### src/rtl/alu_pkg.sv
// Shared types for the ALU execution unit: opcodes, FSM states and the flag bundle.
package alu_pkg;

  typedef enum logic [3:0] {
    OP_ADD   = 4'd0,
    OP_OR    = 4'd1,
    OP_AND   = 4'd2,
    OP_XOR   = 4'd3,
    OP_SUB   = 4'd4,
    OP_ADC   = 4'd5,
    OP_NOT_A = 4'd6,
    OP_NOT_B = 4'd7,
    OP_SHL_A = 4'd8,
    OP_SHL_B = 4'd9,
    OP_SHR_A = 4'd10,
    OP_SHR_B = 4'd11,
    OP_MUL   = 4'd12,
    OP_SBB   = 4'd13,
    OP_LDI   = 4'd14,
    OP_CMP   = 4'd15
  } opcode_t;

  typedef enum logic [1:0] {
    ST_IDLE = 2'd0,
    ST_EXEC = 2'd1,
    ST_MUL  = 2'd2,
    ST_DONE = 2'd3
  } state_t;

  typedef struct packed {
    logic carry;
    logic zero;
    logic sign;
    logic overflow;
  } flags_t;

endpackage

### src/rtl/alu_mul_seq.sv
// Iterative shift-add multiplier: loads on start, retires one multiplier bit per
// cycle and pulses done once the full 2*WIDTH product is in place.
module alu_mul_seq #(
  parameter int WIDTH = 8
) (
  input  logic               clk,
  input  logic               rst,
  input  logic               start,
  input  logic [WIDTH-1:0]   a,
  input  logic [WIDTH-1:0]   b,
  output logic               done,
  output logic [2*WIDTH-1:0] product
);
  import alu_pkg::*;

  localparam int CW = $clog2(WIDTH + 1);

  logic [2*WIDTH-1:0] mcand;
  logic [2*WIDTH-1:0] acc;
  logic [WIDTH-1:0]   mplier;
  logic [CW-1:0]      cnt;
  logic               busy;

  always_ff @(posedge clk) begin
    if (rst) begin
      mcand  <= '0;
      acc    <= '0;
      mplier <= '0;
      cnt    <= '0;
      busy   <= 1'b0;
      done   <= 1'b0;
    end else begin
      done <= 1'b0;
      if (start) begin
        mcand  <= {{WIDTH{1'b0}}, a};
        mplier <= b;
        acc    <= '0;
        cnt    <= CW'(WIDTH);
        busy   <= 1'b1;
      end else if (busy) begin
        if (mplier[0]) begin
          acc <= acc + mcand;
        end
        mcand  <= mcand << 1;
        mplier <= mplier >> 1;
        cnt    <= cnt - CW'(1);
        // last bit retired on this edge; product is final next cycle
        if (cnt == CW'(1)) begin
          busy <= 1'b0;
          done <= 1'b1;
        end
      end
    end
  end

  assign product = acc;

endmodule

### src/rtl/alu_exec_unit.sv
// Register-file ALU executing one command at a time; MUL goes to the iterative
// multiplier, everything else resolves in a single EXEC cycle.
//
// state | meaning
// IDLE  | ready, waiting for In_Valid
// EXEC  | single-cycle op evaluated, writeback on exit
// MUL   | waiting on alu_mul_seq, writeback on exit
// DONE  | Out_Valid pulse, Result/flags stable
module alu_exec_unit #(
  parameter  int WIDTH = 8,
  parameter  int NREGS = 8,
  localparam int AW    = $clog2(NREGS)
) (
  input  logic             Clk,
  input  logic             Rst,
  input  logic             In_Valid,
  output logic             In_Ready,
  input  logic [3:0]       Opcode,
  input  logic [AW-1:0]    Src_A,
  input  logic [AW-1:0]    Src_B,
  input  logic [AW-1:0]    Dst,
  input  logic [WIDTH-1:0] Imm,
  output logic             Out_Valid,
  output logic [WIDTH-1:0] Result,
  output logic             Carry,
  output logic             Zero,
  output logic             Sign,
  output logic             Overflow
);
  import alu_pkg::*;

  localparam int MSB = WIDTH - 1;

  state_t             state, state_nxt;
  opcode_t            op_in, op_q;
  logic [AW-1:0]      dst_q;
  logic [WIDTH-1:0]   imm_q, a_q, b_q;
  logic               cin_q;
  logic [WIDTH-1:0]   regs [NREGS];
  flags_t             flags_q, alu_flags;
  logic [WIDTH-1:0]   result_q, alu_res;
  logic               out_valid_q;
  logic               accept, mul_start, mul_done, wb_en;
  logic [2*WIDTH-1:0] mul_product;
  logic [WIDTH:0]     sum;
  logic               alu_c, alu_v;

  assign op_in     = opcode_t'(Opcode);
  assign In_Ready  = (state == ST_IDLE);
  assign accept    = In_Valid & In_Ready;
  assign mul_start = accept && (op_in == OP_MUL);

  alu_mul_seq #(.WIDTH(WIDTH)) u_mul (
    .clk     (Clk),
    .rst     (Rst),
    .start   (mul_start),
    .a       (regs[Src_A]),
    .b       (regs[Src_B]),
    .done    (mul_done),
    .product (mul_product)
  );

  always_ff @(posedge Clk) begin
    if (Rst) begin
      state <= ST_IDLE;
    end else begin
      state <= state_nxt;
    end
  end

  always_comb begin
    state_nxt = state;
    wb_en     = 1'b0;
    case (state)
      ST_IDLE: begin
        if (accept) begin
          state_nxt = (op_in == OP_MUL) ? ST_MUL : ST_EXEC;
        end
      end
      ST_EXEC: begin
        state_nxt = ST_DONE;
        wb_en     = 1'b1;
      end
      ST_MUL: begin
        if (mul_done) begin
          state_nxt = ST_DONE;
          wb_en     = 1'b1;
        end
      end
      ST_DONE: state_nxt = ST_IDLE;
      default: state_nxt = ST_IDLE;
    endcase
  end

  // Carry doubles as borrow on the subtract family (bit WIDTH of the difference).
  always_comb begin
    sum     = '0;
    alu_res = '0;
    alu_c   = 1'b0;
    alu_v   = 1'b0;
    case (op_q)
      OP_ADD, OP_ADC: begin
        sum     = {1'b0, a_q} + {1'b0, b_q}
                + {{WIDTH{1'b0}}, (op_q == OP_ADC) ? cin_q : 1'b0};
        alu_res = sum[MSB:0];
        alu_c   = sum[WIDTH];
        alu_v   = (a_q[MSB] == b_q[MSB]) && (alu_res[MSB] != a_q[MSB]);
      end
      OP_SUB, OP_SBB, OP_CMP: begin
        sum     = {1'b0, a_q} - {1'b0, b_q}
                - {{WIDTH{1'b0}}, (op_q == OP_SBB) ? cin_q : 1'b0};
        alu_res = sum[MSB:0];
        alu_c   = sum[WIDTH];
        alu_v   = (a_q[MSB] != b_q[MSB]) && (alu_res[MSB] != a_q[MSB]);
      end
      OP_OR:    alu_res = a_q | b_q;
      OP_AND:   alu_res = a_q & b_q;
      OP_XOR:   alu_res = a_q ^ b_q;
      OP_NOT_A: alu_res = ~a_q;
      OP_NOT_B: alu_res = ~b_q;
      OP_SHL_A: begin alu_res = a_q << 1; alu_c = a_q[MSB]; end
      OP_SHL_B: begin alu_res = b_q << 1; alu_c = b_q[MSB]; end
      OP_SHR_A: begin alu_res = a_q >> 1; alu_c = a_q[0];   end
      OP_SHR_B: begin alu_res = b_q >> 1; alu_c = b_q[0];   end
      OP_MUL: begin
        alu_res = mul_product[MSB:0];
        alu_c   = |mul_product[2*WIDTH-1:WIDTH];
      end
      OP_LDI:   alu_res = imm_q;
      default:  alu_res = '0;
    endcase
    alu_flags.carry    = alu_c;
    alu_flags.zero     = (alu_res == '0);
    alu_flags.sign     = alu_res[MSB];
    alu_flags.overflow = alu_v;
  end

  always_ff @(posedge Clk) begin
    if (Rst) begin
      for (int i = 0; i < NREGS; i++) begin
        regs[i] <= '0;
      end
      op_q        <= OP_ADD;
      dst_q       <= '0;
      imm_q       <= '0;
      a_q         <= '0;
      b_q         <= '0;
      cin_q       <= 1'b0;
      flags_q     <= '0;
      result_q    <= '0;
      out_valid_q <= 1'b0;
    end else begin
      out_valid_q <= wb_en;
      if (accept) begin
        op_q  <= op_in;
        dst_q <= Dst;
        imm_q <= Imm;
        a_q   <= regs[Src_A];
        b_q   <= regs[Src_B];
        cin_q <= flags_q.carry;
      end
      if (wb_en) begin
        result_q <= alu_res;
        if (op_q != OP_CMP) begin
          regs[dst_q] <= alu_res;
        end
        if (op_q != OP_LDI) begin
          flags_q <= alu_flags;
        end
      end
    end
  end

  assign Out_Valid = out_valid_q;
  assign Result    = result_q;
  assign Carry     = flags_q.carry;
  assign Zero      = flags_q.zero;
  assign Sign      = flags_q.sign;
  assign Overflow  = flags_q.overflow;

endmodule

### config.mk
export PLATFORM = sky130hd
export DESIGN_NAME = alu_exec_unit
export DESIGN_NICKNAME = d
export VERILOG_FILES = /design/src/rtl/alu_pkg.sv /design/src/rtl/alu_mul_seq.sv /design/src/rtl/alu_exec_unit.sv
export SDC_FILE = /design/constraint.sdc
export NUM_CORES = 1
export LEC_CHECK = 0
export ABC_AREA = 1
export CAP_MARGIN = 40
export CORE_MARGIN = 2
export CORE_UTILIZATION = 56
export DETAILED_ROUTE_END_ITERATION = 6
export PLACE_DENSITY = 0.74
export RECOVER_POWER = 25
export SLEW_MARGIN = 20
export SYNTH_ARGS = -nofsm -noshare
export SYNTH_HDL_FRONTEND = slang
export SYNTH_SLANG_ARGS = --single-unit
### constraint.sdc
create_clock -name Clk -period 2.6 [get_ports Clk]
set_clock_uncertainty 0.1 [all_clocks]
set_input_delay 0.52 -clock Clk [delete_from_list [all_inputs] [get_ports Clk]]
set_output_delay 0.52 -clock Clk [all_outputs]
set_load 0.005 [all_outputs]
[Word-level counts from Yosys, hierarchy flattened]
Memory sizes are Yosys's and may differ from the RTL's.
Index checks and enable logic that the tools add are counted.
Word-level totals
  register bits after elaboration: 93
  memory bits (writable): 64
  output and inout port bits: 14
  memories: 1
Memories
  regs: words 8, bits a word 8, rd ports 2, clocked after Yosys merged registers in 0, wr ports 8, RTL line alu_exec_unit.sv:39  | logic [WIDTH-1:0] regs [NREGS];
Operators by class
  add/subtract/negate cells: 6
  eq/ne operators: 28
  mux-type cells: 30
  bitwise gates (word level): 7
  reductions and logical operators: 16
Operator list (count)
  one-hot mux 8 bit (13 select lines): 1
  2-to-1 mux 8 bit: 5
  equality test 4 bit (second input constant): 9
  adder 16 bit: 1
  equality test 4 x 3 -> 1 bit (second input constant): 4
  inverter 8 bit: 2
  OR reduction 8 bit: 2
  2-to-1 mux 1 bit: 14
  adder 8 x 8 -> 9 bit: 1
  adder 9 x 1 -> 9 bit: 1
  subtractor 8 x 8 -> 9 bit: 1
  subtractor 9 x 1 -> 9 bit: 1
  AND 8 bit: 1
  equality test 4 x 1 -> 1 bit (second input constant): 2
  equality test 4 x 2 -> 1 bit (second input constant): 2
  zero test 8 bit: 1
  2-to-1 mux 4 bit: 2
  != test 4 bit (second input constant): 2
  bitwise OR 8 bit: 1
  one-hot mux 2 bit (4 select lines): 1
  XOR 8 bit: 1
  one-hot mux 1 bit (7 select lines): 1
  2-to-1 mux 2 bit: 3
  AND reduction 2 bit: 3
  16 further kinds: 25

[Depth between registers and ports, before layout]
Gate-level depths: netlist of run 1.
  word-level depth: 7
  gate-level depth with buffers: 19

[Hierarchy]
A second synthesis of run 1 with hierarchy kept.
Second synthesis, totals
  cells, all modules: 1444
  area total of the unflattened synthesis: 9913.3 um^2
Modules (own cells, without submodules)
  alu_exec_unit: instances 1, cells each 1024, area each 7146.9 um^2, sequential area each 2862.7 um^2
  alu_mul_seq: instances 1, cells each 420, area each 2766.4 um^2, sequential area each 920.9 um^2

[Least setup slack after synthesis of run 1]
Ideal clock, no wire load.
  path kind: flip-flop to flip-flop
  start point: reg op_q[0]
  end point: mem regs[0][7] (data pin)
  arrival time: 2.564 ns
  data required time: 2.234 ns
  slack: -0.330 ns
  cell stages (with the launch flop): 17
  path buffers: 2
  cells stage by stage: dfxtp_1 buf_2 inv_2 nor2_1 nand3_1 fa_1 inv_1 ha_1 o21ai_0 nand2_1 nand2_1 nand3b_1 nand3_1 nand2_1 nand2_1 clkbuf_1 nor2_1
RTL lines
  start, declared: RTL line alu_exec_unit.sv:35  | opcode_t op_in, op_q;
  start signal, assigned: RTL line alu_exec_unit.sv:155  | op_q <= op_in;
  end, declared: RTL line alu_exec_unit.sv:39

[Worst setup path in the final report of run 1]
  start point: reg op_q[0]
  end point: reg flags_q, in the netlist Zero
On the way
  longest elaborated chain between the ends: 5
Ends and longest elaborated chain
  equality test 4 bit or equality test 4 x 3 -> 1 bit (tied branches)
  2-to-1 mux 1 bit, on equally long branches: RTL line alu_exec_unit.sv:111, alu_exec_unit.sv:104
  subtractor 9 x 1 -> 9 bit or adder 9 x 1 -> 9 bit (tied branches): RTL line alu_exec_unit.sv:111, alu_exec_unit.sv:104
  one-hot mux 8 bit (13 select lines): RTL line alu_exec_unit.sv:101  | case (op_q)
  zero test 8 bit: RTL line alu_exec_unit.sv:133  | alu_flags.zero = (alu_res == '0);
  end signal, assigned: RTL line alu_exec_unit.sv:168  | flags_q <= alu_flags;
  end, declared: RTL line alu_exec_unit.sv:40  | flags_t flags_q, alu_flags;
Several ways; a longest one is shown, not always the timed one.
A chain may end at the register's enable or synchronous reset.

==> results of run 1 <==
-- final timing paths --
check / start / endpoint / slack, ps / cells past startpoint
max: op_q[0]$_SDFFE_PP0P_ / Zero$_SDFFE_PP0P_ / -80 / 16
min: Zero$_SDFFE_PP0P_ / Zero$_SDFFE_PP0P_ / 380 / 2
max reg2reg: op_q[0]$_SDFFE_PP0P_ / Zero$_SDFFE_PP0P_ / -80 / 16
min reg2reg: Zero$_SDFFE_PP0P_ / Zero$_SDFFE_PP0P_ / 380 / 2
-- synth_stat cells (3+ instances only) --
cell type                  count  area [µm²]
sky130_fd_sc_hd__a21o_1        4        30.0
sky130_fd_sc_hd__fa_1          5         100
sky130_fd_sc_hd__nand2_2       3        18.8
sky130_fd_sc_hd__xnor2_1       5        43.8
sky130_fd_sc_hd__nand2_1     270        1010
sky130_fd_sc_hd__o211ai_1      3        22.5
sky130_fd_sc_hd__nand3_1      68         340
sky130_fd_sc_hd__a21oi_1     136         681
sky130_fd_sc_hd__nand4_1      12        75.1
sky130_fd_sc_hd__nor3_1        5        25.0
sky130_fd_sc_hd__o221ai_1     10        87.6
sky130_fd_sc_hd__nand3b_1      8        60.1
sky130_fd_sc_hd__or2_2         4        25.0
sky130_fd_sc_hd__ha_1         50         626
sky130_fd_sc_hd__a31oi_1      12        75.1
sky130_fd_sc_hd__clkinv_1      8        30.0
sky130_fd_sc_hd__edfxtp_1     64        1920
sky130_fd_sc_hd__inv_1       135         507
sky130_fd_sc_hd__xor2_1        9        78.8
sky130_fd_sc_hd__dfxtp_1      93        1860
sky130_fd_sc_hd__o21ai_0     149         746
sky130_fd_sc_hd__nor2_1      216         811
sky130_fd_sc_hd__o21a_1       11        82.6
sky130_fd_sc_hd__clkbuf_1     46         173
sky130_fd_sc_hd__nor2_2        3        18.8
sky130_fd_sc_hd__inv_2         5        18.8
-- repair_timing --
item                       CTS  global route
pin swaps                    4            13
cloned                       0             1
setup endpoints to repair  108           127
gates resized for setup     10            39
setup buffers                3             5
-- report_power, final --
group | internal [mW] | total (mW) | leakage (nW) | switching (mW)
logic | 1.86 | 4.64 | 3.55 | 2.79
clock network | 1.61 | 2.66 | 0.296 | 1.05
registers | 2.83 | 3.00 | 1.42 | 0.172
-- metal layers --
metal / vias to the layer above / wire (µm) / GRT usage (%)
li1: 4718 / - / -
met1: 4483 / 12600 / 44.7
met2: 511 / 14100 / 53.1
met3: 61 / 2770 / 6.98
met4: 0 / 988 / 13.5
met5: - / 0 / 0
-- kinds of logic after synthesis --
logic type,after synthesis
xor+xnor,14
fa+ha+maj,55
compound gates,333
buf+inv,198
simple gates,591
flops,157
-- layout by cell type (no fill, tap or decap), drive strengths merged --
| cell type | n |
|---|---|
| a211oi | 2 |
| a21o | 4 |
| a21oi | 136 |
| a221oi | 1 |
| a31oi | 12 |
| and3 | 1 |
| buf | 107 |
| bufinv | 4 |
| clkbuf | 24 |
| clkdlybuf4s50 | 28 |
| clkinv | 14 |
| clkinvlp | 2 |
| dfxtp | 93 |
| dlygate4sd3 | 9 |
| edfxtp | 64 |
| fa | 5 |
| ha | 50 |
| inv | 142 |
| nand2 | 273 |
| nand3 | 68 |
| nand3b | 8 |
| nand4 | 12 |
| nor2 | 219 |
| nor3 | 6 |
| o2111ai | 1 |
| o211ai | 3 |
| o21a | 11 |
| o21ai | 150 |
| o21bai | 1 |
| o221ai | 10 |
| o22ai | 1 |
| o31ai | 1 |
| or2 | 4 |
| xnor2 | 5 |
| xor2 | 9 |
-- registers in the layout, summed over array words and instances (netlist names), 2 cells and up --
name and flops:
u_mul.mcand 16, u_mul.mplier 8, regs 64, Result 8, dst_q 3, imm_q 8, op_q 4, b_q 8
u_mul.cnt 4, a_q 8, u_mul.product 16, state 2
-- critical path, delay by kind of cell (launching register included) --
| kind | cells | cell delay (ps) |
|---|---|---|
| adder cells (fa/ha/maj) | 2 | 780 |
| AND/OR/NAND/NOR | 11 | 1110 |
| flip-flops | 1 | 330 |
| AO/OA/AOI/OAI | 1 | 150 |
| buffers and inverters | 2 | 110 |
-- cell type report --
type | count | share of cell area, %
clock buffers | 18 | 3.59
clock inverters | 14 | 1.60
inverters | 148 | 4.65
multi-input cells | 993 | 43.8
flip-flops and latches | 157 | 31.7
well taps | 220 | 2.30
repair buffers | 150 | 12.4
==> impl_metrics.csv, run 1 <==
group,metric,value,unit
run_status,run_status,"finished with violations",
run_status,failed_checks,"setup timing",
place,dpl-instance-area,11100,µm²
synth,portion_of_the_post_synthesis_area_used_by_sequential_elements,39.5,%
place,detailed_place_hpwl,22000,µm
place,portbufs,37,
power_and_ir_drop,vdd_ir_drop_max,682,µV
worst_setup_path,critPathMostFrequentCell,"sky130_fd_sc_hd__nand2_1",
sta,fin_crit_sh,103,%
cells_and_area,final_cells,1700,
global_route,wire_length_of_the_first_global_routing_pass,47100,µm
cells_and_area,finalInstanceArea,12000,µm²
sta,timing.hold.ws,378,ps
floorplan,pin_count,38,
cells_and_area,sequential_cell_area,3790,µm²
worst_hold_path,hold_class,"reg -> reg",
floorplan,fp-row-count,47,
sta,timing.fmax,0.373,GHz
sta,setup-violations-final,30,
synth,count_of_different_cell_masters_after_synthesis,37,
clocking,cts-hold-fix-buffers,0,
global_route,total_routing_usage_gr,33.4,%
synth,synth.ff_latch_count,157,
synth,yosys.area_share.simple,25.2,%
cells_and_area,number_of_antenna_cells_inserted,0,
power_and_ir_drop,power.leakage,5.26,nW
detailed_routing,wire_per_inst,17.9,µm
synth,async_flop_share,0,%
floorplan,coreArea,16600,µm²
synth,syn_area,9570,µm²
synth,muxShareOfSynthArea,0,%
synth,main_combinational_cell_family_by_area_after_synthesis,"simple AND/OR/NAND/NOR gates",
clocking,cts_tree,"yes",
floorplan,chipHeight,135,µm
synth,synth-compound-area-share,18.7,%
worst_setup_path,path_class,"reg -> reg",
synth,post_synth_fa_ha_maj_area_fraction,7.58,%
synth,synthesis.yosys.warnings,0,
worst_setup_path,worstPathCellList,"inv_2 > nor2_4 > nand3_4 > fa_2 > fa_2 > inv_1 > nand2_1 > nand2_1 > nand3b_1 > nand3_1 > nand3_2 > nor2_4 > nand2_1 > nor2_2 > nand3_1 > a21oi_1",
floorplan,floorplan.initialDensity,57.5,%
synth,synth_xor_area_share,1.28,%
worst_setup_path,crit_arrival,2940,ps
sta,timing.final.ws_setup,-79.1,ps
synth,synth_enable_flop_cells,64,
worst_setup_path,critPathMaxFanout,3,
detailed_routing,initialDrtViolationCount,1081,
synth,avgSynthCellArea,7.10,µm²
detailed_routing,detailroute.via_count,9773,
cells_and_area,post_route_cells_drive_above_1_share,13.6,%
floorplan,dieArea,18200,µm²
sta,worst_slew_pin_slew,722,ps
cells_and_area,utilization,71.9,%
power_and_ir_drop,power.density,862,nW/µm²
global_route,grt_antenna_before_repair,0,
synth,post_synth_inst_count,1348,
detailed_routing,detail_route.wirelength,30400,µm
clocking,h-tree-depth,4,
worst_setup_path,critPathMaxStageDelay,420,ps
place,post-place-ws,-195,ps
global_route,grt_remaining_overflow,0,
floorplan,die_width,135,µm
cells_and_area,fillerInstances,1389,
synth,synthesis.nets,1427,
sta,grt_setup_unrepaired,"yes",
detailed_routing,remaining_drc_errors,0,
clocking,number_of_buffers_added_by_the_clock_tree_synthesis_step,17,
global_route,first_global_vias,9089,
cells_and_area,area_of_the_multi_input_gates,5240,µm²
power_and_ir_drop,fin_total_pwr,10.3,mW
clocking,cts.reportedPaths.clkPinSlew,60,ps
clocking,clock-root-buffer,"sky130_fd_sc_hd__clkbuf_16",
detailed_routing,first_pass_iters,5,
synth,prevailing_post_synth_register_cell,"sky130_fd_sc_hd__dfxtp_1",
detailed_routing,ant_nets,0,
clocking,max-clock-path-buffers,2,
sta,report.final.hold_viol_count,0,
sta,totalNegativeSetupSlack,-891,ps
global_route,grt_max_degree,34,
place,placed_cells,1660,
worst_setup_path,timing.critical_path.to_type,"register",
job,timing.max_cap.violations,0,
worst_setup_path,start_kind,"register",
clocking,clkSinkCount,157,
sta,slew_viol_final,0,
place,gp_congestion,0.971,
worst_setup_path,worst-endpoint-required,2860,ps
cells_and_area,flow.area_growth_from_synthesis,24.9,%
detailed_routing,vias_per_cell,5.75,
worst_setup_path,highest_delay_cell_along_the_critical_path,"sky130_fd_sc_hd__fa_2",
clocking,clock_latency,430,ps
sta,slew-limit-headroom,51.7,%
sta,period_needed,2680,ps
cells_and_area,layout.nets,1546,
Note: power is estimated with default switching activity, not from simulation.
==> run 2, diff against run 1 <==
--- a/config.mk
+++ b/config.mk
@@ -12,6 +12,7 @@
 export DETAILED_ROUTE_END_ITERATION = 6
 export PLACE_DENSITY = 0.74
 export RECOVER_POWER = 25
+export SETUP_SLACK_MARGIN = 0.2
 export SLEW_MARGIN = 20
 export SYNTH_ARGS = -nofsm -noshare
 export SYNTH_HDL_FRONTEND = slang
==> impl_metrics.csv, run 2 (synthesis gave the netlist of run 1 again) <==
group,metric,value,unit
run_status,run_status,"finished, final reports clean",
place,placed_cells,1673,
cells_and_area,utilization,72.8,%
floorplan,floorplan.initialDensity,57.5,%
power_and_ir_drop,pwr-share-clk,24.7,%
power_and_ir_drop,p_seq_share,28.0,%
global_route,grt_max_degree,41,
clocking,h-tree-depth,4,
worst_setup_path,crit_arrival,2680,ps
power_and_ir_drop,power.density,888,nW/µm²
floorplan,chipHeight,135,µm
detailed_routing,ant_nets,0,
sta,totalNegativeSetupSlack,0,ps
worst_setup_path,worst-endpoint-required,2690,ps
sta,period_needed,2590,ps
power_and_ir_drop,power_frac_comb,47.3,%
place,portbufs,37,
power_and_ir_drop,intPower,6.51,mW
cells_and_area,final_cells,1716,
worst_setup_path,path_class,"reg -> reg",
detailed_routing,detail_route.wirelength,30600,µm
power_and_ir_drop,fin_total_pwr,10.8,mW
detailed_routing,wire_per_inst,17.8,µm
cells_and_area,post_route_cells_drive_above_1_share,16.6,%
detailed_routing,vias_per_cell,5.71,
power_and_ir_drop,vdd_ir_drop_max,701,µV
job,timing.max_cap.violations,0,
place,post-place-ws,-80.0,ps
clocking,clock_latency,430,ps
worst_setup_path,critPathMaxFanout,4,
cells_and_area,flow.area_growth_from_synthesis,26.6,%
cells_and_area,largest_register_ffs,64,
place,detailed_place_hpwl,22400,µm
floorplan,dieArea,18200,µm²
power_and_ir_drop,switching_share,39.5,%
floorplan,fp-row-count,47,
cells_and_area,registers.top_by_ff_count,"regs",
worst_setup_path,critical_path.n_buffers_inverters,3,
sta,grt_setup_unrepaired,"yes",
worst_hold_path,hold_class,"reg -> reg",
floorplan,die_width,135,µm
clocking,clock-root-buffer,"sky130_fd_sc_hd__clkbuf_16",
sta,worst_slew_pin_slew,646,ps
place,dpl-instance-area,11100,µm²
cells_and_area,number_of_antenna_cells_inserted,0,
worst_setup_path,critPathMostFrequentCell,"sky130_fd_sc_hd__nand3_2",
detailed_routing,detailroute.via_count,9799,
sta,slew-limit-headroom,56.8,%
sta,report.final.hold_viol_count,0,
clocking,cts_tree,"yes",
detailed_routing,remaining_drc_errors,0,
clocking,number_of_buffers_added_by_the_clock_tree_synthesis_step,17,
worst_setup_path,highest_delay_cell_along_the_critical_path,"sky130_fd_sc_hd__fa_2",
sta,timing.final.ws_setup,10.6,ps
cells_and_area,finalInstanceArea,12100,µm²
global_route,first_global_vias,8975,
worst_setup_path,timing.critical_path.max_delay_family,"simple AND/OR/NAND/NOR gates",
detailed_routing,initialDrtViolationCount,1114,
cells_and_area,most_frequent_standard_cell_in_the_layout_excluding_fill_and_tap_cells,"sky130_fd_sc_hd__nand2_1",
clocking,cts-hold-fix-buffers,0,
global_route,grt_remaining_overflow,0,
worst_setup_path,start_kind,"register",
worst_setup_path,timing.critical_path.to_type,"register",
global_route,total_routing_usage_gr,33.6,%
cells_and_area,layout.nets,1562,
worst_setup_path,worstPathCellList,"inv_4 > nor2_4 > nand3_2 > fa_2 > inv_2 > ha_4 > o21ai_4 > nand3_1 > nand3_2 > nand3_2 > nor2_4 > clkbuf_16 > nor2_1",
sta,timing.fmax,0.386,GHz
worst_setup_path,regToRegSetupSlack,10,ps
clocking,max-clock-path-buffers,2,
global_route,grt_antenna_before_repair,0,
cells_and_area,layout.cells.most_common_list,"255 x sky130_fd_sc_hd__nand2_1, 199 x sky130_fd_sc_hd__nor2_1, 146 x sky130_fd_sc_hd__o21ai_0",
global_route,wire_length_of_the_first_global_routing_pass,47100,µm
power_and_ir_drop,switchingPower,4.25,mW
clocking,cts.reportedPaths.clkPinSlew,70,ps
sta,timing.hold.ws,376,ps
detailed_routing,first_pass_iters,6,
clocking,clkSinkCount,157,
worst_setup_path,critPathMaxStageDelay,550,ps
place,gp_congestion,1.01,
sta,setup-violations-final,0,
power_and_ir_drop,power.leakage,5.32,nW
floorplan,pin_count,38,
floorplan,coreArea,16600,µm²
sta,fin_crit_sh,99.6,%
sta,slew_viol_final,0,
[run 2: final cells by class]
class / count / area, µm²
Clock buffer: 17 / 425
Clock inverter: 15 / 201
Fill cell: 1342 / 4520
Inverter: 148 / 558
Multi-Input combinational cell: 993 / 5300
Sequential cell: 157 / 3790
Tap cell: 220 / 275
Timing Repair Buffer: 166 / 1570
[run 2: path summary, 6_finish.rpt]
path,endpoint,from,cells past startpoint
setup / recovery,regs[3][3]$_SDFFCE_PN0P_,op_q[0]$_SDFFE_PP0P_,13
hold reg to reg,u_mul.mplier[7]$_SDFFE_PP0P_,u_mul.mplier[7]$_SDFFE_PP0P_,2
setup reg to reg,regs[3][3]$_SDFFCE_PN0P_,op_q[0]$_SDFFE_PP0P_,13
hold / removal,u_mul.mplier[7]$_SDFFE_PP0P_,u_mul.mplier[7]$_SDFFE_PP0P_,2
[run 2: power groups by stage]
stage	sequential [mW]	clock, mW	combinational (mW)
finish	3.02	2.66	5.09
global route	3.05	2.76	5.44
CTS	3.00	2.66	4.44
detailed placement	3.05	0	4.23
global placement	3.04	0	4.20
floorplan	3.05	0	2.19
[run 2: repair_timing]
action / 4_1_cts / 5_1_grt
gates cloned: 0 / 3
endpoints found under the setup margin: 139 / 141
setup buffers: 3 / 5
resized for setup: 19 / 52
pin swaps: 9 / 14
[run 2: routing by layer]
layer	wire (µm)	vias to the layer above	GRT usage [%]
met5	0	-	0
met1	12900	4463	45.9
met4	934	0	11.6
li1	-	4738	-
met3	3040	78	6.76
met2	13700	520	53.2
[run 2: worst min-delay path, delay by kind of cell (launching register included)]
family / cells / cell delay (ps)
compound gates: 1 / 50
flops: 1 / 320
simple gates: 1 / 60
==> run 3, diff against run 2 <==
--- a/config.mk
+++ b/config.mk
@@ -16,4 +16,5 @@
 export SLEW_MARGIN = 20
 export SYNTH_ARGS = -nofsm -noshare
 export SYNTH_HDL_FRONTEND = slang
+export SYNTH_HIERARCHICAL = 1
 export SYNTH_SLANG_ARGS = --single-unit
==> impl_metrics.csv, run 3 <==
group,metric,value,unit
place,placed_cells,1754,
worst_setup_path,worst-endpoint-required,2700,ps
clocking,clkSinkCount,157,
cells_and_area,most_frequent_standard_cell_in_the_layout_excluding_fill_and_tap_cells,"sky130_fd_sc_hd__nand2_1",
sta,slew-limit-headroom,41.1,%
cells_and_area,registers.top_by_ff_count,"regs",
clocking,cts_tree,"yes",
floorplan,floorplan.initialDensity,57.3,%
sta,slew_viol_final,0,
worst_setup_path,rr_worst_depth,15,
job,timing.max_cap.violations,0,
power_and_ir_drop,vdd_ir_drop_max,645,µV
synth,synthesis.nets,1523,
clocking,cts.reportedPaths.clkPinSlew,70,ps
cells_and_area,number_of_antenna_cells_inserted,0,
power_and_ir_drop,fin_total_pwr,11.8,mW
worst_setup_path,crit_arrival,2720,ps
synth,post_synth_inst_count,1444,
detailed_routing,vias_per_cell,5.65,
global_route,total_routing_usage_gr,34.4,%
global_route,grt_antenna_before_repair,0,
worst_setup_path,critPathMaxStageDelay,560,ps
clocking,clock-root-buffer,"sky130_fd_sc_hd__clkbuf_16",
sta,period_needed,2630,ps
floorplan,chipHeight,137,µm
sta,timing.final.ws_setup,-25.6,ps
worst_setup_path,regToRegSetupSlack,-30,ps
sta,timing.hold.ws,369,ps
cells_and_area,final_cells,1803,
detailed_routing,detail_route.wirelength,32600,µm
sta,grt_setup_unrepaired,"yes",
detailed_routing,remaining_drc_errors,0,
place,portbufs,37,
detailed_routing,detailroute.via_count,10200,
detailed_routing,ant_nets,0,
global_route,wire_length_of_the_first_global_routing_pass,49100,µm
cells_and_area,largest_register_ffs,64,
detailed_routing,initialDrtViolationCount,907,
run_status,failed_checks,"setup timing",
worst_setup_path,reg2reg_to,"regs[1][7]$_SDFFCE_PN0P_",
sta,worst_slew_pin_slew,884,ps
synth,synth_largest_area_cell,"sky130_fd_sc_hd__edfxtp_1",
place,post-place-ws,-89.9,ps
synth,synthesis.yosys.warnings,6,
detailed_routing,wire_per_inst,18.1,µm
cells_and_area,flow.area_growth_from_synthesis,26.7,%
floorplan,die_width,137,µm
cells_and_area,sequential_cell_area,3790,µm²
clocking,clock_latency,440,ps
sta,fin_crit_sh,101,%
worst_setup_path,start_kind,"register",
clocking,number_of_buffers_added_by_the_clock_tree_synthesis_step,17,
worst_setup_path,highest_delay_cell_along_the_critical_path,"sky130_fd_sc_hd__fa_2",
cells_and_area,area_of_the_multi_input_gates,5550,µm²
global_route,grt_remaining_overflow,0,
global_route,grt_max_degree,49,
clocking,h-tree-depth,4,
synth,most_instantiated_library_cell_after_synthesis,"sky130_fd_sc_hd__nand2_1",
synth,synth_common_cells,"365 x sky130_fd_sc_hd__nand2_1, 201 x sky130_fd_sc_hd__nor2_1, 174 x sky130_fd_sc_hd__inv_1",
cells_and_area,layout.nets,1644,
worst_setup_path,timing.critical_path.to_type,"register",
sta,timing.fmax,0.381,GHz
cells_and_area,layout.cells.most_common_list,"345 x sky130_fd_sc_hd__nand2_1, 173 x sky130_fd_sc_hd__nor2_1, 171 x sky130_fd_sc_hd__inv_1",
floorplan,coreArea,17300,µm²
synth,avgSynthCellArea,6.87,µm²
sta,setup-violations-final,19,
detailed_routing,first_pass_iters,6,
synth,count_of_different_cell_masters_after_synthesis,44,
synth,async_flop_share,0,%
synth,prevailing_post_synth_register_cell,"sky130_fd_sc_hd__dfxtp_1",
worst_setup_path,crit-reg2reg-launch,"op_q[0]$_SDFFE_PP0P_",
worst_setup_path,worstPathCellList,"inv_4 > nor2_4 > nand3_2 > fa_2 > inv_2 > ha_4 > o21ai_4 > nand2_2 > nand2_2 > nand3_2 > nand3_2 > nand2_2 > nand2_4 > buf_12 > nor2_4",
cells_and_area,fillerInstances,1405,
synth,synth_enable_flop_cells,64,
run_status,run_status,"finished with violations",
worst_setup_path,critPathMaxFanout,5,
worst_setup_path,worstSetupStartpoint,"op_q[0]$_SDFFE_PP0P_",
worst_setup_path,cp-endpoint,"regs[1][7]$_SDFFCE_PN0P_",
global_route,first_global_vias,9385,
floorplan,pin_count,38,
place,gp_congestion,0.964,
worst_hold_path,hold_class,"reg -> reg",
floorplan,dieArea,18800,µm²
synth,synth.ff_latch_count,157,
sta,report.final.hold_viol_count,0,
sta,totalNegativeSetupSlack,-236,ps
synth,portion_of_the_post_synthesis_area_used_by_sequential_elements,38.2,%
synth,synth.top_cells.by_area,"sky130_fd_sc_hd__edfxtp_1 19%, sky130_fd_sc_hd__dfxtp_1 19%, sky130_fd_sc_hd__nand2_1 14%",
cells_and_area,post_route_cells_drive_above_1_share,15.8,%
clocking,max-clock-path-buffers,2,
place,detailed_place_hpwl,23300,µm
synth,syn_area,9910,µm²
floorplan,fp-row-count,48,
worst_setup_path,path_class,"reg -> reg",
power_and_ir_drop,power.density,944,nW/µm²
power_and_ir_drop,power.leakage,5.79,nW
synth,yosys.area.top_type_share,19.4,%
==> run 3: cell count changes in the layout (fill, tap and decap cells not counted), sizes merged, moves of 15 or more <==
cell and change:
inv +45, o21ai +18, nand2 +95, nand3 +15, a21oi -55, buf -15
==> run 3: logic make-up (layout without fill, tap and decap cells) <==
kind of cell / after synthesis / after routing / share of synthesized area, %
flip-flops: 157 / 157 / 38.2
buffers and inverters: 242 / 376 / 9.40
AO/OA/AOI/OAI: 297 / 297 / 16.1
adder cells (fa/ha/maj): 55 / 55 / 7.32
XOR/XNOR: 10 / 10 / 0.883
AND/OR/NAND/NOR: 683 / 683 / 28.1
==> run 3: how the worst min path moves through the flow <==
stage / cells after the start / startpoint / end
final: 2 / u_mul/mplier[4]$_SDFFE_PP0P_ / u_mul/mplier[3]$_SDFFE_PP0P_
after global routing: 2 / u_mul/mplier[7]$_SDFFE_PP0P_ / u_mul/mplier[7]$_SDFFE_PP0P_
after CTS: 2 / u_mul/mplier[7]$_SDFFE_PP0P_ / u_mul/mplier[7]$_SDFFE_PP0P_
after detailed placement: 2 / u_mul/mplier[7]$_SDFFE_PP0P_ / u_mul/mplier[7]$_SDFFE_PP0P_
after global placement: 2 / u_mul/mplier[7]$_SDFFE_PP0P_ / u_mul/mplier[7]$_SDFFE_PP0P_
after floorplan: 2 / u_mul/mplier[7]$_SDFFE_PP0P_ / u_mul/mplier[7]$_SDFFE_PP0P_
==> run 3: stage by stage <==
step | utilization (%) | cell area, µm²
floorplan | - | 10000
global placement | 66.0 | 11400
detailed placement | 66.0 | 11400
CTS | 71.4 | 12300
global route | 72.6 | 12600
finish | 72.6 | 12600
==> run 3: report_power, final <==
| group | switching (mW) | total (mW) | internal [mW] |
|---|---|---|---|
| combinational | 3.60 | 6.11 | 2.51 |
| clock | 1.15 | 2.71 | 1.55 |
| sequential | 0.193 | 3.03 | 2.84 |
| total | 4.95 | 11.8 | 6.90 |
==> run 3: layout make-up <==
type | instances | area share, %
Timing Repair Buffer | 150 | 12.5
Sequential cell | 157 | 30.2
Tap cell | 225 | 2.24
Inverter | 194 | 5.82
Clock buffer | 18 | 3.42
Clock inverter | 14 | 1.59
Multi-Input combinational cell | 1045 | 44.2
==> run 3: routing by layer <==
layer	share of wire, %	vias to the layer above	GRT usage (%)
li1	-	4949	-
met3	8.0	92	6.63
met2	47	483	57.8
met5	0	-	0
met4	3.9	0	12.8
met1	41	4656	43.9
==> run 3: critical path: cells and delay by family (launching register included) <==
| kind | cells | cell delay [ps] |
|---|---|---|
| simple gates | 9 | 820 |
| fa+ha+maj | 2 | 710 |
| flops | 1 | 360 |
| buf+inv | 3 | 260 |
| compound gates | 1 | 140 |
==> run 3: what timing repair did <==
action	in CTS	in global routing
endpoints found under the setup margin	139	139
pin swaps	22	18
hold buffers	0	0
setup buffers	7	5
gates resized for setup	59	37
cloned	2	3
